--- src/rtl/moving_avg_filter_pkg.sv ---
// Shared constants and helpers for the moving-average filter slice.
package filter_pkg;

    localparam int DATA_W_DEF         = 16;
    localparam int MAX_LOG2_DEPTH_DEF = 4;

    function automatic int clamp_mode(input int mode, input int max_log2);
        return (mode > max_log2) ? max_log2 : mode;
    endfunction

    // Sign-extends the low data_w bits of value; the caller truncates to ACC_W.
    function automatic logic signed [63:0] sext_acc(input logic [63:0] value, input int data_w);
        logic signed [63:0] tmp;
        tmp = $signed(value << (64 - data_w));
        return tmp >>> (64 - data_w);
    endfunction

endpackage

--- src/rtl/moving_avg_filter_if.sv ---
// Sample/result bundle between the SPI reader side and the filter.
interface moving_avg_filter_if
    import filter_pkg::*;
#(
    parameter int DATA_W         = DATA_W_DEF,
    parameter int CHANNELS       = 2,
    parameter int MAX_LOG2_DEPTH = MAX_LOG2_DEPTH_DEF
);
    localparam int MODE_W = $clog2(MAX_LOG2_DEPTH + 1);

    logic [MODE_W-1:0]          mode;
    logic [CHANNELS-1:0]        invert_mask;
    logic                       sample_valid;
    logic [CHANNELS*DATA_W-1:0] sample_in;
    logic                       out_valid;
    logic [CHANNELS*DATA_W-1:0] out_data;
    logic                       settled;

    modport master (
        output mode, invert_mask, sample_valid, sample_in,
        input  out_valid, out_data, settled
    );

    modport slave (
        input  mode, invert_mask, sample_valid, sample_in,
        output out_valid, out_data, settled
    );

endinterface

--- src/rtl/moving_avg_filter_channel.sv ---
// One channel: ring buffer, running sum and registered output for a single axis.
module mavg_channel
    import filter_pkg::*;
#(
    parameter int DATA_W         = DATA_W_DEF,
    parameter int MAX_LOG2_DEPTH = MAX_LOG2_DEPTH_DEF,
    parameter int MODE_W         = 3
) (
    input  logic                      clk,
    input  logic                      reset_n,
    input  logic                      sample_valid,
    input  logic                      flush,
    input  logic                      invert,
    input  logic [DATA_W-1:0]         sample,
    input  logic [MAX_LOG2_DEPTH-1:0] wr_ptr,
    input  logic [MAX_LOG2_DEPTH-1:0] rd_ptr,
    input  logic                      full_now,
    input  logic                      full_next,
    input  logic [MODE_W-1:0]         m,
    output logic [DATA_W-1:0]         out_data
);
    localparam int ACC_W = DATA_W + MAX_LOG2_DEPTH;
    localparam int DEPTH = 1 << MAX_LOG2_DEPTH;

    logic [DATA_W-1:0]       x;
    logic [DATA_W-1:0]       oldest;
    logic [DATA_W-1:0]       ring_q [DEPTH];
    logic [DATA_W-1:0]       ring_d [DEPTH];
    logic signed [ACC_W-1:0] sum_q, sum_d, sum_base, x_ext, old_ext;
    logic [DATA_W-1:0]       out_q, out_d;

    // A flush zeroes the sum before the new sample is folded in.
    always_comb begin
        x        = invert ? ~sample : sample;
        oldest   = ring_q[rd_ptr];
        x_ext    = ACC_W'(sext_acc(64'(x), DATA_W));
        old_ext  = full_now ? ACC_W'(sext_acc(64'(oldest), DATA_W)) : '0;
        sum_base = flush ? '0 : sum_q;
        sum_d    = sum_base;
        ring_d   = ring_q;
        out_d    = out_q;
        if (sample_valid) begin
            sum_d          = sum_base + x_ext - old_ext;
            ring_d[wr_ptr] = x;
            out_d          = full_next ? DATA_W'(sum_d >>> m) : x;
        end
    end

    always_ff @(posedge clk or negedge reset_n) begin
        if (!reset_n) begin
            sum_q <= '0;
            out_q <= '0;
            for (int i = 0; i < DEPTH; i++) ring_q[i] <= '0;
        end else begin
            sum_q  <= sum_d;
            out_q  <= out_d;
            ring_q <= ring_d;
        end
    end

    assign out_data = out_q;

endmodule

--- src/rtl/moving_avg_filter.sv ---
// Multi-channel running-sum moving average with a runtime-selectable 2^mode window.
module moving_avg_filter
    import filter_pkg::*;
#(
    parameter int DATA_W         = DATA_W_DEF,
    parameter int CHANNELS       = 2,
    parameter int MAX_LOG2_DEPTH = MAX_LOG2_DEPTH_DEF
) (
    input logic               clk,
    input logic               reset_n,
    moving_avg_filter_if.slave bus
);
    localparam int MODE_W = $clog2(MAX_LOG2_DEPTH + 1);
    localparam int PTR_W  = MAX_LOG2_DEPTH;
    localparam int FILL_W = MAX_LOG2_DEPTH + 1;

    logic [MODE_W-1:0] m, mode_q, mode_d;
    logic [PTR_W-1:0]  wr_ptr_q, wr_ptr_d, rd_ptr;
    logic [FILL_W-1:0] fill_q, fill_d, fill_eff, win_n;
    logic              flush, full_now, full_next;
    logic              out_valid_q, out_valid_d;
    logic              settled_q, settled_d;
    logic [DATA_W-1:0] ch_out [CHANNELS];
    logic [CHANNELS*DATA_W-1:0] out_flat;

    // Window bookkeeping shared by every channel; a mode change restarts the fill.
    always_comb begin
        m           = MODE_W'(clamp_mode(int'(bus.mode), MAX_LOG2_DEPTH));
        win_n       = FILL_W'(1) << m;
        flush       = (m != mode_q);
        fill_eff    = flush ? '0 : fill_q;
        full_now    = (fill_eff == win_n);
        rd_ptr      = wr_ptr_q - win_n[PTR_W-1:0];
        mode_d      = m;
        wr_ptr_d    = wr_ptr_q;
        fill_d      = fill_eff;
        out_valid_d = 1'b0;
        settled_d   = flush ? 1'b0 : settled_q;
        if (bus.sample_valid) begin
            wr_ptr_d    = wr_ptr_q + PTR_W'(1);
            if (!full_now) fill_d = fill_eff + FILL_W'(1);
            out_valid_d = 1'b1;
            settled_d   = (fill_d == win_n);
        end
        full_next = (fill_d == win_n);
    end

    always_ff @(posedge clk or negedge reset_n) begin
        if (!reset_n) begin
            mode_q      <= '0;
            wr_ptr_q    <= '0;
            fill_q      <= '0;
            out_valid_q <= 1'b0;
            settled_q   <= 1'b0;
        end else begin
            mode_q      <= mode_d;
            wr_ptr_q    <= wr_ptr_d;
            fill_q      <= fill_d;
            out_valid_q <= out_valid_d;
            settled_q   <= settled_d;
        end
    end

    for (genvar c = 0; c < CHANNELS; c++) begin : g_ch
        mavg_channel #(
            .DATA_W         (DATA_W),
            .MAX_LOG2_DEPTH (MAX_LOG2_DEPTH),
            .MODE_W         (MODE_W)
        ) u_ch (
            .clk          (clk),
            .reset_n      (reset_n),
            .sample_valid (bus.sample_valid),
            .flush        (flush),
            .invert       (bus.invert_mask[c]),
            .sample       (bus.sample_in[c*DATA_W +: DATA_W]),
            .wr_ptr       (wr_ptr_q),
            .rd_ptr       (rd_ptr),
            .full_now     (full_now),
            .full_next    (full_next),
            .m            (m),
            .out_data     (ch_out[c])
        );
    end

    always_comb begin
        out_flat = '0;
        for (int c = 0; c < CHANNELS; c++) out_flat[c*DATA_W +: DATA_W] = ch_out[c];
    end

    assign bus.out_data  = out_flat;
    assign bus.out_valid = out_valid_q;
    assign bus.settled   = settled_q;

endmodule

--- src/flat_wrapper.sv ---
// flat-port wrapper written by rule: the top's interface ports become plain ports
module moving_avg_filter_flat import filter_pkg::*;
#(
    parameter int DATA_W         = DATA_W_DEF,
    parameter int CHANNELS       = 2,
    parameter int MAX_LOG2_DEPTH = MAX_LOG2_DEPTH_DEF
)
  (clk, reset_n, bus_mode, bus_invert_mask, bus_sample_valid, bus_sample_in, bus_out_valid, bus_out_data, bus_settled);
  moving_avg_filter_if #(.DATA_W(DATA_W), .CHANNELS(CHANNELS), .MAX_LOG2_DEPTH(MAX_LOG2_DEPTH)) bus_i ();
  input logic clk;
  input logic reset_n;
  input wire logic [$bits(bus_i.mode)-1:0] bus_mode;
  input wire logic [$bits(bus_i.invert_mask)-1:0] bus_invert_mask;
  input wire logic [$bits(bus_i.sample_valid)-1:0] bus_sample_valid;
  input wire logic [$bits(bus_i.sample_in)-1:0] bus_sample_in;
  output wire logic [$bits(bus_i.out_valid)-1:0] bus_out_valid;
  output wire logic [$bits(bus_i.out_data)-1:0] bus_out_data;
  output wire logic [$bits(bus_i.settled)-1:0] bus_settled;
  assign bus_i.mode = bus_mode;
  assign bus_i.invert_mask = bus_invert_mask;
  assign bus_i.sample_valid = bus_sample_valid;
  assign bus_i.sample_in = bus_sample_in;
  assign bus_out_valid = bus_i.out_valid;
  assign bus_out_data = bus_i.out_data;
  assign bus_settled = bus_i.settled;
  moving_avg_filter #(.DATA_W(DATA_W), .CHANNELS(CHANNELS), .MAX_LOG2_DEPTH(MAX_LOG2_DEPTH)) u_core (.clk(clk), .reset_n(reset_n), .bus(bus_i));
endmodule
--- config.mk ---
export PLATFORM = sky130hd
export DESIGN_NAME = moving_avg_filter_flat
export DESIGN_NICKNAME = d
export VERILOG_FILES = /design/src/rtl/moving_avg_filter_pkg.sv /design/src/rtl/moving_avg_filter_if.sv /design/src/rtl/moving_avg_filter_channel.sv /design/src/rtl/moving_avg_filter.sv /design/src/flat_wrapper.sv
export SDC_FILE = /design/constraint.sdc
export NUM_CORES = 1
export LEC_CHECK = 0
export BUFFER_PORTS_ARGS = -buffer_cell sky130_fd_sc_hd__buf_2
export CORE_MARGIN = 3
export CORE_UTILIZATION = 50
export CTS_CLUSTER_DIAMETER = 80
export DETAILED_ROUTE_END_ITERATION = 12
export GPL_ROUTABILITY_DRIVEN = 1
export PLACE_DENSITY_LB_ADDON = 0.3
export SLEW_MARGIN = 25
export SYNTH_ARGS = -nofsm -noshare
export SYNTH_HDL_FRONTEND = slang
export SYNTH_HIERARCHICAL = 1
export SYNTH_SLANG_ARGS = --single-unit
export TNS_END_PERCENT = 30
--- constraint.sdc ---
create_clock -name clk -period 7.7 [get_ports clk]
set_clock_uncertainty 0.2 [all_clocks]
set_input_delay 0.77 -clock clk [delete_from_list [all_inputs] [get_ports clk]]
set_output_delay 0.77 -clock clk [all_outputs]
set_load 0.02 [all_outputs]
==> metrics.md <==
| Metric | Value |
|---|---|
| Status | `completed` |
| Least-Margin Pin Slew | `0.967 ns` |
| CP startpoint kind | `flip-flop` |
| Slowest stage delay, CP | `0.63 ns` |
| Crit path DAT | `6.94 ns` |
| Pin count of the biggest net entering global routing | `174` |
| ANT nets after route | `0` |
| Distinct cells, synth | `100` |
| Synthesized cell area | `31100 um2` |
| Hold_buf cts | `0` |
| Worst-Skew Late Latency | `0.63 ns` |
| Leakage | `14.8 nW` |
| PortBufs | `73` |
| Maximum VDD drop | `0.233 mV` |
| Post-synthesis area per instance | `10.4 um2` |
| FF-to-FF setup slack | `1.07 ns` |
| Final net count | `3126` |
| First-pass GRT wire length | `130 mm` |
| Antenna Cells | `0` |
| # Post-CTS Setup Buffers | `0` |
| Final period utilization | `86.1%` |
| Synth area leaders | `dfrtp_1 (48%), mux4_2 (13%), a21oi_1 (6.1%)` |
| Worst-path maximum fanout | `29` |
| Post-route setup TNS | `0 ns` |
| Register area share after synthesis | `48.1%` |
| Die Y | `255 um` |
| Flop and latch count out of synthesis | `598` |
| Core ar. | `60900 um2` |
| WP data required | `8.00 ns` |
| CTS root buf | `clkbuf_16` |
| Grt ovf | `0` |
| I/O pin cnt | `74` |
| Post-DR wirelength/cell | `20.9 um` |
| Initial antenna violation count | `2` |
| Drt via density | `6.02` |
| Commonest non-fill, non-tap cell in the layout | `dfrtp_1` |
| CP max-delay cell | `dfrtp_1` |
| Most frequent cells in the layout | `dfrtp_1 (598), nor2_1 (406), a21oi_1 (381)` |
| Endpoints failing setup | `0` |
| Max frequency | `151 MHz` |
| PwrDens | `513 nW/um2` |
| Worst path cell trace | `inv_1 > ha_1 > fa_1 > inv_4 > buf_4 > mux4_2 > mux4_2 > nand2_1 > fa_1 > ha_1 > a21oi_1 > o21ai_0 > and2_2 > or4_4 > and2_4 > mux4_2 > a221oi_2 > o31ai_1` |
| Critical path class | `reg -> reg` |
| Yosys top cell area share | `48.1%` |
| Slew Limit Headroom | `35.5%` |
| DR vias | `23.3k` |
| Die area | `65200 um2` |
| Layout Cell Area excl Fill | `34600 um2` |
| Clock Pin Slew Worst Setup and Hold Paths | `0.06 ns` |
| Main flop type after synthesis | `dfrtp_1` |
| Hold Fails Final Rpt | `0` |
| Filler cells | `5003` |
| Clk sinks | `598` |
| EDFF count, synth | `0` |
| Number of global-route vias before repair | `23.4k` |
| Post-cts sizing count | `0` |
| Ys async rst share | `100%` |
| Layout cells sized above 1 | `17.4%` |
| Most common cell on crit path | `mux4_2` |
| Dpl hpwl | `52.2 mm` |
| Placer Congestion | `0.944` |
| Post-Syn Instances | `2993` |
| Area added between synthesis and finish | `11.3%` |
| Num CTS Buffers | `57` |
| Crit end category | `flip-flop` |
| Width of the die | `255 um` |
| Max Cap Viol | `0` |
| Detailed Route WL | `81.2 mm` |
| Overall Global Routing Usage | `24.9%` |
| Tmin final | `6.63 ns` |
| Initial Utilization | `51.0%` |
| Synthesized net count | `3119` |
| RSZ-0062 raised after global routing | `no` |
| CTS tree | `yes` |
| CTS max path bufs | `3` |
| H-Tree Depth | `2` |
| YS warnings | `6` |
| Slew Viols, Final | `0` |
| 1st-iter DRT viols | `1911` |
| Hold Path Class | `in -> async` |
| Leading area contributor after synthesis | `dfrtp_1` |
| Drt first pass iters | `6` |
| DP Area | `32500 um2` |
| DRC Markers | `0` |
| FP Rows | `90` |
## worst max-delay path, delay by kind of cell (launching register included)
family	cells	cell delay, ns
and+or+nand+nor	4	1.06
muxes	3	1.41
DFF	1	0.63
buffers and inverters	3	0.88
AOI/OAI and AO/OA	4	0.70
adders and majority gates	4	1.61
## area by class of cell
type	count	area [um2]	share of cell area (%)
Tap cell	828	1040	2.99
Clock inverter	27	453	1.31
Clock buffer	80	1640	4.75
Inverter	86	333	0.961
Timing Repair Buffer	172	1220	3.53
Sequential cell	598	15000	43.2
Multi-Input combinational cell	2085	15000	43.2
## registers in the layout, summed over array words and instances, names as in the netlist
signal / cells
u_core/fill_q: 5
u_core/wr_ptr_q: 4
u_core/g_ch.u_ch/out_data: 32
u_core/g_ch.u_ch/sum_q: 40
u_core/mode_q: 3
u_core/bus.settled: 1
u_core/bus.out_valid: 1
u_core/g_ch.u_ch/ring_q: 512
## power breakdown
| group | leakage [nW] | internal, mW | switching [mW] | total (mW) |
|---|---|---|---|---|
| clock | 1.03 | 1.87 | 1.24 | 3.10 |
| combinational | 6.59 | 4.24 | 5.00 | 9.23 |
| sequential | 7.17 | 4.64 | 0.789 | 5.42 |
## synth_stat cells, drive strengths merged (13+ instances only)
cell,n
a211oi,21
a21oi,381
and2,28
buf,31
clkbuf,192
dfrtp,598
fa,39
ha,47
inv,85
mux2,25
mux2i,14
mux4,174
nand2,292
nand2b,31
nand3,26
nor2,422
nor2b,31
nor3,20
o21ai,258
or3,13
xnor2,62
xor2,23
## final timing paths
path                                                          to                            start  depth (start not counted)
worst max-delay path            u_core/g_ch[1].u_ch/out_data[12]               u_core/wr_ptr_q[0]                         18
worst min-delay path               u_core/g_ch[0].u_ch/sum_q[18]                          reset_n                          1
worst max register to register  u_core/g_ch[1].u_ch/out_data[12]               u_core/wr_ptr_q[0]                         18
worst min register to register   u_core/g_ch[1].u_ch/ring_q[215]  u_core/g_ch[1].u_ch/ring_q[215]                          2
max in group asynchronous         u_core/g_ch[1].u_ch/ring_q[26]                          reset_n                          3
min in group clk                 u_core/g_ch[1].u_ch/ring_q[215]  u_core/g_ch[1].u_ch/ring_q[215]                          2
## metal layers
| layer | global-route usage (%) | part of all wire (%) |
|---|---|---|
| met1 | 35.3 | 42 |
| met2 | 39.8 | 47 |
| met3 | 3.96 | 7.8 |
| met4 | 7.49 | 2.9 |
| met5 | 0 | 0 |
## cell families after synthesis
kind of cell | count (synthesis) | synth area share (%)
xor+xnor | 85 | 2.39
mux | 213 | 14.0
fa+ha+maj | 86 | 4.40
flops | 598 | 48.1
buf+inv | 310 | 4.08
compound gates | 791 | 14.4
simple gates | 910 | 12.6
## metrics by stage
| stage | total power, mW | setup slack [ns] | hold WS [ns] | cells | utilization [%] |
|---|---|---|---|---|---|
| after detailed placement | 14.6 | 0.599 | 0.266 | 3769 | 53.4 |
| final | 17.8 | 1.07 | 0.0107 | 3876 | 56.8 |
| after global placement | 14.2 | 0.404 | 0.256 | 3769 | 53.4 |
| after global routing | 19.0 | 0.764 | 0.0898 | 3876 | 56.8 |
| after floorplan | 12.0 | 0.546 | 0.245 | 2993 | - |
| after CTS | 17.7 | 1.11 | 0.0470 | 3876 | 56.8 |
(Power assumes the default switching activity.)
